## src/rtl/imem_loader_if.sv

```systemverilog
// Byte-stream ingress and instruction-memory write port
// bundled for the program loader.
interface imem_loader_if #(
    parameter int ADDR_W = 16
);
    logic [7:0]        in_data;
    logic              in_valid;
    logic              in_ready;
    logic              mem_we;
    logic [ADDR_W-1:0] mem_addr;
    logic [15:0]       mem_wdata;

    modport master (
        input  in_data,
        input  in_valid,
        output in_ready,
        output mem_we,
        output mem_addr,
        output mem_wdata
    );

    modport slave (
        output in_data,
        output in_valid,
        input  in_ready,
        input  mem_we,
        input  mem_addr,
        input  mem_wdata
    );
endinterface

```

## src/rtl/imem_loader.sv

```systemverilog
// Program loader: length header plus big-endian 16-bit words
// from a byte stream, written to imem at even byte addresses.
module imem_loader #(
    parameter int MEM_WORDS = 64,
    parameter int ADDR_W    = 16
) (
    input  logic          clk,
    input  logic          rst_n,
    input  logic          start,
    imem_loader_if.master bus,
    output logic          cpu_hold,
    output logic          done,
    output logic          error,
    output logic [15:0]   word_count
);

    typedef enum logic [2:0] {
        IDLE,
        LEN_HI,
        LEN_LO,
        DATA_HI,
        DATA_LO,
        WRITE,
        DONE,
        ERROR
    } state_t;

    localparam logic [15:0] MAX_LEN = 16'(MEM_WORDS);

    state_t            st;
    state_t            nxt;
    logic [15:0]       len_q;
    logic [7:0]        hi_q;
    logic [15:0]       cnt_q;
    logic [ADDR_W-1:0] addr_q;
    logic [15:0]       wdata_q;

    logic              take;
    logic              idle_like;
    logic [15:0]       len_full;
    logic [15:0]       cnt_inc;
    logic [ADDR_W-1:0] cnt_ext;

    assign take      = bus.in_valid & bus.in_ready;
    assign idle_like = (st == IDLE) | (st == DONE) | (st == ERROR);
    assign len_full  = {len_q[15:8], bus.in_data};
    assign cnt_inc   = cnt_q + 16'd1;
    assign cnt_ext   = ADDR_W'(cnt_q);

    // State register
    always_ff @(posedge clk or negedge rst_n) begin
        if (!rst_n) begin
            st <= IDLE;
        end else begin
            st <= nxt;
        end
    end

    // Next-state logic
    always_comb begin
        nxt = st;
        unique case (st)
            IDLE, DONE, ERROR: begin
                if (start) nxt = LEN_HI;
            end
            LEN_HI: begin
                if (take) nxt = LEN_LO;
            end
            LEN_LO: begin
                if (take) begin
                    unique case (1'b1)
                        (len_full == 16'd0):   nxt = DONE;
                        (len_full > MAX_LEN):  nxt = ERROR;
                        default:               nxt = DATA_HI;
                    endcase
                end
            end
            DATA_HI: begin
                if (take) nxt = DATA_LO;
            end
            DATA_LO: begin
                if (take) nxt = WRITE;
            end
            WRITE: begin
                nxt = (cnt_inc == len_q) ? DONE : DATA_HI;
            end
            default: nxt = IDLE;
        endcase
    end

    // Output decode
    always_comb begin
        bus.in_ready = 1'b0;
        bus.mem_we   = 1'b0;
        cpu_hold     = 1'b0;
        done         = 1'b0;
        error        = 1'b0;
        unique case (st)
            LEN_HI, LEN_LO, DATA_HI, DATA_LO: begin
                bus.in_ready = 1'b1;
                cpu_hold     = 1'b1;
            end
            WRITE: begin
                bus.mem_we = 1'b1;
                cpu_hold   = 1'b1;
            end
            DONE:    done  = 1'b1;
            ERROR:   error = 1'b1;
            default: ;
        endcase
    end

    // Datapath: address/data latch on the low byte so the
    // write cycle presents them and they hold afterwards.
    always_ff @(posedge clk or negedge rst_n) begin
        if (!rst_n) begin
            len_q   <= '0;
            hi_q    <= '0;
            cnt_q   <= '0;
            addr_q  <= '0;
            wdata_q <= '0;
        end else begin
            if (idle_like && start) begin
                cnt_q <= '0;
            end
            if (st == LEN_HI && take) begin
                len_q[15:8] <= bus.in_data;
            end
            if (st == LEN_LO && take) begin
                len_q[7:0] <= bus.in_data;
            end
            if (st == DATA_HI && take) begin
                hi_q <= bus.in_data;
            end
            if (st == DATA_LO && take) begin
                addr_q  <= {cnt_ext[ADDR_W-2:0], 1'b0};
                wdata_q <= {hi_q, bus.in_data};
            end
            if (st == WRITE) begin
                cnt_q <= cnt_inc;
            end
        end
    end

    assign bus.mem_addr  = addr_q;
    assign bus.mem_wdata = wdata_q;
    assign word_count    = cnt_q;

endmodule

```

## src/flat_wrapper.sv

```systemverilog
// flat-port wrapper written by rule: the top's interface ports become plain ports
module imem_loader_flat 
#(
    parameter int MEM_WORDS = 64,
    parameter int ADDR_W    = 16
)
  (clk, rst_n, start, cpu_hold, done, error, word_count, bus_in_data, bus_in_valid, bus_in_ready, bus_mem_we, bus_mem_addr, bus_mem_wdata);
  imem_loader_if #(.ADDR_W(ADDR_W)) bus_i ();
  input  logic clk;
  input  logic rst_n;
  input  logic start;
  output logic cpu_hold;
  output logic done;
  output logic error;
  output logic [15:0] word_count;
  input wire logic [$bits(bus_i.in_data)-1:0] bus_in_data;
  input wire logic [$bits(bus_i.in_valid)-1:0] bus_in_valid;
  output wire logic [$bits(bus_i.in_ready)-1:0] bus_in_ready;
  output wire logic [$bits(bus_i.mem_we)-1:0] bus_mem_we;
  output wire logic [$bits(bus_i.mem_addr)-1:0] bus_mem_addr;
  output wire logic [$bits(bus_i.mem_wdata)-1:0] bus_mem_wdata;
  assign bus_i.in_data = bus_in_data;
  assign bus_i.in_valid = bus_in_valid;
  assign bus_in_ready = bus_i.in_ready;
  assign bus_mem_we = bus_i.mem_we;
  assign bus_mem_addr = bus_i.mem_addr;
  assign bus_mem_wdata = bus_i.mem_wdata;
  imem_loader #(.MEM_WORDS(MEM_WORDS), .ADDR_W(ADDR_W)) u_core (.clk(clk), .rst_n(rst_n), .start(start), .bus(bus_i), .cpu_hold(cpu_hold), .done(done), .error(error), .word_count(word_count));
endmodule
```

## config.mk

```make
export PLATFORM = sky130hd
export DESIGN_NAME = imem_loader_flat
export DESIGN_NICKNAME = d
export VERILOG_FILES = /design/src/rtl/imem_loader_if.sv /design/src/rtl/imem_loader.sv /design/src/flat_wrapper.sv
export SDC_FILE = /design/constraint.sdc
export NUM_CORES = 1
export LEC_CHECK = 0
export ABC_AREA = 1
export ABC_CLOCK_PERIOD_IN_PS = 3150
export BUFFER_PORTS_ARGS = -buffer_cell sky130_fd_sc_hd__clkbuf_2
export CAP_MARGIN = 20
export CORE_MARGIN = 5
export CORE_UTILIZATION = 50
export CTS_CLUSTER_DIAMETER = 120
export CTS_CLUSTER_SIZE = 25
export DETAILED_ROUTE_END_ITERATION = 10
export PLACE_DENSITY = 0.8
export SYNTH_ARGS = -nofsm -noshare
export SYNTH_HDL_FRONTEND = slang
export SYNTH_SLANG_ARGS = --single-unit
```

## constraint.sdc

```tcl
create_clock -name clk -period 3.15 [get_ports clk]
set_clock_uncertainty 0.05 [all_clocks]
set_input_delay 0.7875 -clock clk [delete_from_list [all_inputs] [get_ports clk]]
set_output_delay 0.7875 -clock clk [all_outputs]
set_load 0.02 [all_outputs]
```

==> results.md <==
* Number of nets in the final layout at 530
* Fin cells at 621
* Total setup buffers inserted after CTS at 0
* Most used flip-flop cell after synthesis: dfrtp_1
* Slowest cell on crit path: dfrtp_1
* Instance count of the mapped netlist at 451
* Port-buffer cells at 63
* Number of setup violations in the final report at 0
* Period minus WS final at 2560 ps
* Count of flip-flops with a built-in enable after synthesis at 0
* Maximum level of the CTS H-tree at 3
* CTS clk-pin slew, worst paths at 80 ps
* Area delta synth->final at 17.6%
* Worst IR drop on VDD at 0.510 mV
* Floorplan die width at 95.5 um
* Cell count after placement at 605
* Placer congestion estimate at 0.870
* Mux cell area share after synthesis at 0.0246
* Leak at 2.18 nW
* Leading cell type by number of instances after synthesis: nand2_1
* Floorplan die height at 95.5 um
* Cts bufs inserted at 9
* Antenna-violating nets left at 0
* Number of clock sinks at 74
* Most used standard cells in the synthesized netlist: nand2_1 (135), dfrtp_1 (74), o21ai_0 (58), inv_1 (47), nand3_1 (39)
* Initial Utilization at 0.510
* Tcrit/Tclk final at 0.814
* Pwr Density at 892 nW/um2
* Critical setup path kind: reg2out
* Top cell type's share of synthesized area at 0.507
* Initial DRC count at 198
* Peak Freq at 0.390 GHz
* Antenna Diode Count at 0
* Slowest Stage Delay on Critical Path at 450 ps
* Main combinational cell family by area after synthesis: simple AND/OR/NAND/NOR gates
* DRC viols at 0
* Share of synthesized cell area in and, or, nand and nor gates at 0.294
* Final instance area at 4300 um2
* Startpoint type of the worst setup path: flop
* Post-Synth Adder-Cell Area at 0.00342
* DR pass1 iterations at 5
* Max Root-Sink Buffers at 2
* Cell chosen for the clock root: clkbuf_8
* I/O pin cnt at 65
* Cell variety after synth at 31
* Share of synthesized flip-flops with an asynchronous set or reset at 1.00
* Post-synthesis average cell area at 8.11 um2
* Placeable core area at 7180 um2
* Max-cap violations at 0
* Clock tree from TritonCTS: built
* Core Util, Final at 0.599
* Top fanout value on the critical path at 14
* Yosys warning total at 0
* Synthesis-stage register bit count at 74
* Seq/Total Area, Yosys at 0.507
* Fill count at 669
* Detailed placement HPWL at 6.49 mm
* Leftover overflow at the end of global routing at 0
* Setup repair after global routing missed its margin: no
* Post-synth top area cell: dfrtp_1
* Total global routing track utilization at 0.212
* Total Negative Setup Slacks at 0 ps
* Xor/xnor cell area share of the yosys netlist at 0.00479
* Least-Margin Pin Slew at 671 ps
* Type of element capturing the critical path: output port
* Top delay family on crit path: simple AND/OR/NAND/NOR gates
* Routed wire length at 8.99 mm
* Hold buffers post-CTS at 0
* Headroom to the max-slew limit at 0.552
* Fraction of final layout cells with drive strength greater than 1 at 0.213
* Cell area reported after detailed placement at 4080 um2
* Via count of the first global-routing pass at 3,213
* Source-to-sink clock delay at the later pin of the worst-skew pair at 350 ps
* Ratio of routed vias to standard cells at 5.33
* CP Cell Sequence: inv_2 -> nor2_2 -> inv_1 -> nor2_4 -> clkbuf_2
* # resized after CTS at 0
* Most area-consuming cells after synthesis: dfrtp_1 (51%), nand2_1 (14%), o21ai_0 (7.9%), nand3_1 (5.3%), inv_1 (4.8%)
* Outcome: finished, final reports clean
* Standard-cell rows at 31
* Wire length of the first global-routing pass at 15.0 mm
* Average routed wire per standard cell at 14.5 um
* Vias at 3,310
* Syn Nets at 464
* Critical path buffer and inverter count at 3
* Largest net degree at the start of global routing at 75
* Floorplan die area at 9120 um2
* Hold Fails Final Rpt at 0
* Data required time at the worst endpoint at 2310 ps
* Critical path arrival at 1730 ps
* Post-synthesis cell area at 3660 um2
* Type of the tightest min-delay check: in2async
* Final number of max-transition violations at 0
* Synthesized-area fraction occupied by ao, oa, aoi and oai cells at 0.100
* Antenna violations before repair at 0
## cells by family (layout without fill, tap and decap cells)
family                     after synthesis  after routing
buffers and inverters                   62            133
and+or+nand+nor                        232            232
xor gates and xnor gates                 2              2
adders and majority gates                1              1
DFF                                     74             74
other                                    1              1
AOI/OAI and AO/OA                       71             71
muxes                                    8              8
## registers in the layout, indices dropped and copies added, names as in the netlist
name / count
u_core.bus.mem_addr: 15
u_core.bus.mem_wdata: 16
u_core.hi_q: 8
u_core.len_q: 16
u_core.st: 3
u_core.word_count: 16
## per-layer routing
layer  vias to the layer above  share of wire  track usage
met2                       150           0.47        0.336
met3                        14          0.076       0.0403
met5                         -              0            0
met4                         0          0.016       0.0972
li1                       1606              -            -
met1                      1540           0.44        0.280
## path summary, 6_finish.rpt
path                            slack (ps)                           startpoint  cells past startpoint                                   to
max in group asynchronous             2320                                rst_n                      2  u_core.bus.mem_wdata[2]$_DFFE_PN0P_
worst max register to register         970             u_core.st[0]$_DFFE_PN0P_                      7     u_core.word_count[5]$_DFFE_PN0P_
worst max-delay path                   590             u_core.st[0]$_DFFE_PN0P_                      5                           bus_mem_we
worst min-delay path                   370                                rst_n                      2     u_core.word_count[5]$_DFFE_PN0P_
min in group clk                       440  u_core.bus.mem_addr[12]$_DFFE_PN0P_                      2  u_core.bus.mem_addr[12]$_DFFE_PN0P_
worst min register to register         440  u_core.bus.mem_addr[12]$_DFFE_PN0P_                      2  u_core.bus.mem_addr[12]$_DFFE_PN0P_
## stage by stage
stage	total power [mW]	worst slack, ps	hold WS [ps]
floorplan	2.54	1100	399
global placement	2.98	1050	412
detailed placement	3.04	993	424
CTS	3.85	608	423
global route	4.12	481	426
finish	3.83	587	374
## power by group
group	leakage [nW]	switching, mW	internal (mW)
Sequential	0.968	0.283	1.30
Clock	0.107	0.368	0.449
Combinational	1.10	0.937	0.493
Total	2.18	1.59	2.25
## placed cells by master, fill, tap and decap left out, types with 2 or more instances in the layout
cell,count
a21oi_1,2
buf_4,2
bufinv_16,2
clkbuf_2,62
clkbuf_8,9
dfrtp_1,74
inv_1,47
inv_2,3
mux2_2,8
nand2_1,135
nand2_2,5
nand3_1,39
nand3_2,3
nand3b_1,4
nand4_1,11
nor2_1,16
nor2_2,4
nor2_4,5
nor3_1,5
nor4_1,3
o21ai_0,58
o21ai_1,4
o22ai_1,6
## final cells by class
cell class	count	area [um2]	share of cell area
inverter	51	191	0.0445
tap	99	124	0.0288
sequential	74	1850	0.431
clock inverter	6	90.1	0.0209
timing repair buffer	66	350	0.0815
multi-input combinational	315	1570	0.364
clock buffer	10	128	0.0297
## worst reg2reg max path, cell delays in order (launching register included)
cell     delay, ps
dfrtp_1        450
inv_2           90
nor2_2         120
inv_1          110
nor2_4         360
inv_2          190
nand2_1        500
o21ai_0        170
Power figures use the tool's default switching activity.
